--- config.mk ---
export PLATFORM = sky130hd
export DESIGN_NAME = pll_lock_supervisor
export DESIGN_NICKNAME = d
export VERILOG_FILES = /design/src/rtl/pll_sup_pkg.sv /design/src/rtl/sync_2ff.sv /design/src/rtl/pll_lock_supervisor.sv
export SDC_FILE = /design/constraint.sdc
export NUM_CORES = 1
export LEC_CHECK = 0
export CAP_MARGIN = 30
export CORE_AREA = 5 5 114 84
export DETAILED_ROUTE_END_ITERATION = 12
export DIE_AREA = 0 0 119 89
export MAX_ROUTING_LAYER = met4
export REMOVE_ABC_BUFFERS = 1
export SLEW_MARGIN = 20
export SYNTH_ARGS = -nofsm -noshare
export SYNTH_HDL_FRONTEND = slang
export SYNTH_HIERARCHICAL = 1
export SYNTH_SLANG_ARGS = --single-unit
--- constraint.sdc ---
create_clock -name clk -period 4.9 [get_ports clk]
set_input_delay 0.735 -clock clk [delete_from_list [all_inputs] [get_ports clk]]
set_output_delay 0.735 -clock clk [all_outputs]
set_load 0.05 [all_outputs]
--- src/rtl/pll_sup_pkg.sv ---
// Shared types and helpers for the PLL lock supervisor.
// Holds the supervisor FSM state encoding and the timer-width calculation.
package pll_sup_pkg;

  typedef enum logic [2:0] {
    PLL_RST   = 3'd0,
    WAIT_LOCK = 3'd1,
    STABILIZE = 3'd2,
    RUN       = 3'd3,
    LOST      = 3'd4
  } pll_state_e;

  // One timer serves every state, so it must hold the largest cycle count.
  function automatic int unsigned timer_width(input int unsigned a,
                                              input int unsigned b,
                                              input int unsigned c);
    int unsigned m;
    m = a;
    if (b > m) m = b;
    if (c > m) m = c;
    return (m < 2) ? 1 : $clog2(m);
  endfunction

endpackage

--- src/rtl/sync_2ff.sv ---
// Two-flop synchroniser for a single asynchronous bit.
// Reusable for any slow-changing level crossing into the clk domain.
module sync_2ff (
  input  logic clk,
  input  logic rst,
  input  logic d,
  output logic q
);

  logic [1:0] ff;

  always_ff @(posedge clk or posedge rst) begin
    if (rst) ff <= '0;
    else     ff <= {ff[0], d};
  end

  assign q = ff[1];

endmodule

--- src/rtl/pll_lock_supervisor.sv ---
// Watches rPLL lock on the free-running board clock, drives PLL reset and the
// video-pipeline reset, and counts timeouts and lock losses (saturating).
module pll_lock_supervisor
  import pll_sup_pkg::*;
#(
  parameter int unsigned PLL_RST_CYCLES      = 16,
  parameter int unsigned LOCK_TIMEOUT_CYCLES = 65536,
  parameter int unsigned LOCK_STABLE_CYCLES  = 1024,
  parameter int unsigned CNT_W               = 8
) (
  input  logic             clk,
  input  logic             rst,
  input  logic             pll_lock_in,
  input  logic             clr_stats,
  output logic             pll_reset,
  output logic             sys_rst,
  output logic             ready,
  output logic [CNT_W-1:0] loss_count,
  output logic [CNT_W-1:0] timeout_count,
  output logic [2:0]       state_dbg
);

  localparam int unsigned TW = timer_width(PLL_RST_CYCLES, LOCK_TIMEOUT_CYCLES,
                                           LOCK_STABLE_CYCLES);
  localparam logic [TW-1:0] T_RST = TW'(PLL_RST_CYCLES - 1);
  localparam logic [TW-1:0] T_TO  = TW'(LOCK_TIMEOUT_CYCLES - 1);
  localparam logic [TW-1:0] T_ST  = TW'(LOCK_STABLE_CYCLES - 1);

  logic          lock_s;
  pll_state_e    state, nxt;
  logic [TW-1:0] timer;
  logic          inc_timeout, inc_loss;

  sync_2ff u_lock_sync (
    .clk (clk),
    .rst (rst),
    .d   (pll_lock_in),
    .q   (lock_s)
  );

  always_comb begin
    nxt         = state;
    inc_timeout = 1'b0;
    inc_loss    = 1'b0;
    case (state)
      PLL_RST:   if (timer == T_RST) nxt = WAIT_LOCK;
      WAIT_LOCK: begin
        // A lock arriving on the timeout cycle still wins.
        if (lock_s) nxt = STABILIZE;
        else if (timer == T_TO) begin
          nxt         = PLL_RST;
          inc_timeout = 1'b1;
        end
      end
      STABILIZE: begin
        if (!lock_s)            nxt = WAIT_LOCK;
        else if (timer == T_ST) nxt = RUN;
      end
      RUN: begin
        if (!lock_s) begin
          nxt      = LOST;
          inc_loss = 1'b1;
        end
      end
      LOST:      nxt = PLL_RST;
      default:   nxt = PLL_RST;
    endcase
  end

  // Outputs are decoded from nxt so they move on the same edge as the state.
  always_ff @(posedge clk or posedge rst) begin
    if (rst) begin
      state         <= PLL_RST;
      timer         <= '0;
      loss_count    <= '0;
      timeout_count <= '0;
      pll_reset     <= 1'b1;
      sys_rst       <= 1'b1;
      ready         <= 1'b0;
    end else begin
      state <= nxt;
      if (nxt != state)   timer <= '0;
      else if (state != RUN) timer <= timer + 1'b1;

      if (clr_stats)                             timeout_count <= '0;
      else if (inc_timeout && timeout_count != '1) timeout_count <= timeout_count + 1'b1;

      if (clr_stats)                       loss_count <= '0;
      else if (inc_loss && loss_count != '1) loss_count <= loss_count + 1'b1;

      pll_reset <= (nxt == PLL_RST);
      ready     <= (nxt == RUN);
      sys_rst   <= (nxt != RUN);
    end
  end

  assign state_dbg = state;

endmodule

==> results of run 1 <==
kinds of logic (layout without fill, tap and decap cells):
| family | count (synthesis) | after routing | share of synthesized area |
|---|---|---|---|
| multiplexers | 3 | 3 | 0.0147 |
| flip-flops | 40 | 40 | 0.492 |
| AO/OA/AOI/OAI | 25 | 25 | 0.0767 |
| XOR/XNOR | 29 | 29 | 0.125 |
| adder cells (fa/ha/maj) | 3 | 3 | 0.0184 |
| AND/OR/NAND/NOR | 86 | 86 | 0.230 |
| buffers and inverters | 14 | 40 | 0.0436 |
cell type report:
| class | count | area [um^2] |
|---|---|---|
| clock buffers | 6 | 139 |
| clock inverters | 2 | 10.0 |
| fillers | 880 | 5760 |
| inverters | 6 | 22.5 |
| multi-input cells | 146 | 946 |
| flip-flops and latches | 40 | 1000 |
| well taps | 105 | 131 |
| repair buffers | 26 | 258 |
synth_stat cells (all sizes together):
cell type,instances
dfrtp,38
nor2,25
xnor2,18
a21oi,17
xor2,11
nand4,10
nand3,9
and3,8
nand2,7
buf,6
inv,6
nor3,6
nor4,6
ha,3
mux2i,3
nand3b,3
o211ai,3
or4,3
clkbuf,2
dfstp,2
nor3b,2
o21a,2
o21ai,2
a31oi,1
and2b,1
and4,1
and4bb,1
nand2b,1
nor2b,1
nor4b,1
or2,1
flip-flops by register name, summed over array words and instances, names as in the netlist:
name	count
pll_reset	1
timer	16
timeout_count	8
loss_count	8
state_dbg	3
u_lock_sync/ff	2
ready	1
sys_rst	1
power by group:
| group | leakage (nW) | switching [mW] | total [mW] | internal [mW] |
|---|---|---|---|---|
| registers | 0.540 | 0.0304 | 0.391 | 0.360 |
| clock network | 0.0766 | 0.128 | 0.329 | 0.201 |
| logic | 0.397 | 0.114 | 0.179 | 0.0641 |
| total | 1.01 | 0.273 | 0.898 | 0.625 |
worst paths after layout:
| kind | start | to | slack, ns | cells after the start |
|---|---|---|---|---|
| worst min-delay path | u_lock_sync/ff[0] | u_lock_sync/ff[1] | 0.35 | 0 |
| worst min register to register | u_lock_sync/ff[0] | u_lock_sync/ff[1] | 0.35 | 0 |
| max in group asynchronous | rst | sys_rst | 3.63 | 3 |
| worst max-delay path | timer[4] | pll_reset | 2.43 | 5 |
| min in group asynchronous | rst | u_lock_sync/ff[0] | 0.63 | 2 |
| worst max register to register | timer[4] | pll_reset | 2.43 | 5 |
per-layer routing:
layer	vias to the layer above	wire length (um)
li1	755	-
met3	8	150
met2	23	1730
met5	-	0
met1	722	2270
met4	0	87
worst register-to-register path: cells and delay by family, from the launching register on:
family / cells / cell delay [ns]
AND/OR/NAND/NOR: 3 / 0.95
AO/OA/AOI/OAI: 2 / 1.03
flip-flops: 1 / 0.43
==> flow_metrics.py, run 1 <==
metrics = {
    "status": {
        "status": "finished clean",
    },
    "routing": {
        "dr.pass1.iters": 5,
        "drc": 0,
        "drtIter0Drc": 72,
        "drt-total-wl_um": 4240,
        "viasPerCell": 4.56,
        "post_drt_wl_per_cell_um": 12.8,
        "antenna_left": 0,
        "vias": 1508,
    },
    "flow_run": {
        "cap_violations": 0,
    },
    "setup_path": {
        "crit_path_end_kind": "register",
        "slowest_delay_ns": 0.73,
        "critical-path-top-delay-family": "compound AO/OA/AOI/OAI gates",
        "worstPathCellList": "and4_1 -> nand3_1 -> o21a_1 -> a31oi_2 -> and3_1",
        "critPathLaunchType": "register",
        "cpMaxStageDelayCell": "a31oi_2",
        "path_buf_inv": 0,
        "cp.arrival_ns": 2.69,
        "critPathKind": "register to register",
        "crit_required_ns": 5.12,
        "cp_max_fo": 18,
    },
    "global_routing": {
        "gr-total-overflow": 0,
        "grt.met2_usage": 0.125,
        "grt_max_degree": 39,
        "grt_pass1_vias": 1502,
        "antenna_found_initial": 0,
        "grt_util_met1": 0.121,
        "track_usage": 0.0906,
        "use_met3": 0.0266,
        "grt_pass1_wl_um": 7430,
        "busiest_layer": "met2",
    },
    "yosys": {
        "ys_seq_area_frac": 0.492,
        "ys_seq_elements": 40,
        "yosys.area.top_type_share": 0.467,
        "netlist-cell-type-count": 37,
        "yosys_warnings": 6,
        "yosysTopAreaCell": "dfrtp_1",
        "syn_area_per_cell_um2": 10.2,
        "ys_top_cells_by_area": "dfrtp_1 (47%), xnor2_1 (7.7%), xor2_1 (4.7%)",
        "syn_area_um2": 2040,
        "synthCells": 200,
    },
    "placed_design": {
        "placed_area_um2": 2360,
        "pre_cts_ws_ns": 2.43,
        "portBuffers": 25,
        "gp_congestion": 0.797,
        "dpl.hpwl_um": 2910,
        "dp.cells": 323,
    },
    "timing": {
        "slew_violations": 0,
        "timing.final.crit_share": 0.504,
        "final-hold-violation-count": 0,
        "fin_crit_ns": 2.47,
        "finalSetupViolations": 0,
        "worst_pin_slew_ns": 0.938,
        "clock.fmax_mhz": 405,
        "rsz0062_at_grt": "false",
        "clock_skew_ns": 0.00409,
        "setup_tns_ns": 0,
        "hold_ws_ns": 0.346,
        "setup_ws_ns": 2.43,
        "maxSlewHeadroom": 0.373,
    },
    "layout": {
        "antennaDiodeCount": 0,
        "fin_area_um2": 2510,
        "area_growth_pct": 23.1,
        "final_cell_mix": "dfrtp_1 (38), nor2_1 (25), clkdlybuf4s50_1 (25), xnor2_1 (18), a21oi_1 (14)",
        "final_common_cell": "dfrtp_1",
        "drive_gt1_frac": 0.0841,
        "post-route-util": 0.304,
        "nNetsFinal": 232,
        "stdcell_count": 331,
    },
    "cts": {
        "cts_htree_levels": 2,
        "cts_root_buf": "clkbuf_16",
        "cts_buffer_depth": 2,
        "clkLatencyLatePin_ns": 0.28,
        "cts_setup_buffers": 0,
        "postCtsHoldBufs": 0,
        "cts_tree": "done",
        "cts_resized": 0,
        "clk_pin_slew_ns": 0.05,
        "cts_sinks": 40,
        "cts_buffers": 5,
    },
    "power": {
        "power_density_nw_per_um2": 358,
        "finalPower_uw": 898,
        "max-vdd-ir-drop_mv": 0.146,
        "p_leak_nw": 1.01,
    },
    "floorplanning": {
        "pin_count": 26,
        "die_area_um2": 10600,
        "initial_utilization": 0.247,
        "fp.dieW_um": 119,
        "dieHeight_um": 89,
        "core_um2": 8270,
        "fp-row-count": 28,
    },
    "worst_hold_path": {
        "holdCritPathClass": "register to register",
    },
}
Power figures use the tool's default switching activity.
==> run 2: changes to the inputs <==
- clock period: 4.9 -> 2.58 ns (I/O delays scaled with it)
==> flow_metrics.py, run 2 (synthesis results as in run 1) <==
metrics = {
    "routing": {
        "drt-total-wl_um": 4290,
        "drtIter0Drc": 49,
        "post_drt_wl_per_cell_um": 12.8,
        "antenna_left": 0,
        "vias": 1555,
        "dr.pass1.iters": 4,
        "viasPerCell": 4.64,
        "drc": 0,
    },
    "power": {
        "power_frac_comb": 0.206,
        "swShare": 0.301,
        "finalPower_mw": 1.72,
        "internal-power_mw": 1.20,
        "p_leak_nw": 1.03,
        "clkPwrFrac": 0.363,
        "switchingPower_uw": 518,
        "max-vdd-ir-drop_mv": 0.390,
        "power_density_nw_per_um2": 678,
        "seqPwrFrac": 0.431,
    },
    "placed_design": {
        "gp_congestion": 0.773,
        "dpl.hpwl_um": 2950,
        "portBuffers": 25,
    },
    "timing": {
        "maxSlewHeadroom": 0.594,
        "rsz0062_at_grt": "false",
        "final-hold-violation-count": 0,
        "finalSetupViolations": 0,
        "setup_tns_ns": 0,
        "worst_pin_slew_ns": 0.607,
        "hold_ws_ns": 0.285,
        "clock.fmax_mhz": 481,
        "timing.final.crit_share": 0.806,
        "slew_violations": 0,
        "clock_skew_ns": 0.00312,
        "fin_crit_ns": 2.08,
    },
    "setup_path": {
        "reg2reg_from": "timer[10]",
        "crit_path_end_kind": "register",
        "cpMostUsedCell": "or4_1",
        "cp_max_fo": 16,
        "path_buf_inv": 1,
        "critical-path-top-delay-family": "simple AND/OR/NAND/NOR gates",
        "rrSetupSlack_ns": 0.50,
        "crit_required_ns": 2.74,
        "critPathKind": "register to register",
        "critPathLaunchType": "register",
        "cp.arrival_ns": 2.24,
        "r2r-end": "timer[10]",
        "slowest_delay_ns": 0.51,
        "cpMaxStageDelayCell": "or4_1",
        "worstPathCellList": "or4_1 -> or4_4 -> a21oi_2 -> or4_1 -> buf_4 -> a21oi_1",
        "r2r_cells": 6,
    },
    "layout": {
        "multi_input_area_um2": 946,
        "final_common_cell": "dfrtp_1",
        "top_register": "timer",
        "antennaDiodeCount": 0,
        "post-route-util": 0.307,
        "largest_reg_flops": 16,
        "drive_gt1_frac": 0.0913,
        "nFillCells": 880,
        "nNetsFinal": 236,
        "area_growth_pct": 24.5,
        "final_cell_mix": "dfrtp_1 (38), nor2_1 (25), clkdlybuf4s50_1 (25), xnor2_1 (18), a21oi_1 (14)",
        "reg.largest.list": "timer: 16 flops, loss_count: 8 flops, timeout_count: 8 flops",
        "regArea_um2": 1000,
    },
    "cts": {
        "cts_buffers": 5,
        "clkLatencyLatePin_ns": 0.28,
        "cts_sinks": 40,
        "cts_buffer_depth": 2,
        "cts_resized": 0,
        "cts_htree_levels": 2,
        "cts_root_buf": "clkbuf_16",
        "postCtsHoldBufs": 0,
        "cts_tree": "done",
        "clk_pin_slew_ns": 0.06,
        "cts_setup_buffers": 0,
    },
    "global_routing": {
        "grt_pass1_wl_um": 7200,
        "track_usage": 0.0901,
        "grt_pass1_vias": 1434,
        "antenna_found_initial": 0,
        "gr-total-overflow": 0,
        "grt_max_degree": 32,
    },
    "flow_run": {
        "cap_violations": 0,
    },
    "floorplanning": {
        "initial_utilization": 0.247,
        "die_area_um2": 10600,
        "pin_count": 26,
        "core_um2": 8270,
        "fp-row-count": 28,
        "fp.dieW_um": 119,
        "dieHeight_um": 89,
    },
    "status": {
        "status": "finished clean",
    },
    "worst_hold_path": {
        "holdCritPathClass": "input port to async pin",
    },
}
## run 2: cell count changes in the layout (fill, tap and decap cells not counted)
cell / change
buf_4: +4
clkbuf_1: +2
clkinv_2: -2
## run 2: worst max-delay path by stage
stage	slack (ns)	startpoint	cells past startpoint	end
finish	0.50	timer[10]	6	timer[10]
global route	0.40	timer[4]	6	timeout_count[1]
CTS	0.52	timer[10]	6	timer[10]
detailed placement	0.52	timer[10]	6	timer[3]
global placement	0.58	timer[10]	6	timer[6]
floorplan	0.52	timer[15]	5	timer[10]
## run 2: final cells by class
type / count / area share
inverters: 6 / 0.00888
flip-flops and latches: 40 / 0.395
multi-input cells: 146 / 0.373
clock buffers: 8 / 0.0577
repair buffers: 30 / 0.113
well taps: 105 / 0.0518
## run 2: per-layer routing
metal	vias up	wire length, um	track usage	share of wire
met5	-	0	-	0
met4	0	104	0.0505	0.024
met3	8	244	0.0285	0.057
met2	32	1790	0.123	0.42
met1	750	2160	0.118	0.50
li1	765	-	-	-
## run 2: power groups by stage
| stage | sequential (mW) | combinational, mW | clock, mW |
|---|---|---|---|
| floorplan | 0.796 | 0.193 | 0 |
| global placement | 0.752 | 0.351 | 0 |
| detailed placement | 0.751 | 0.357 | 0 |
| CTS | 0.742 | 0.358 | 0.638 |
| global route | 0.753 | 0.391 | 0.665 |
| finish | 0.742 | 0.355 | 0.624 |
## run 2: metrics by stage
step                      std cells  instance area [um^2]  worst slack, ns
final                           335                  2540            0.500
after global routing            335                  2540            0.399
after CTS                       335                  2540            0.518
after detailed placement        327                  2390            0.522
after global placement          327                  2390            0.577
after floorplan                 192                  1970            0.518
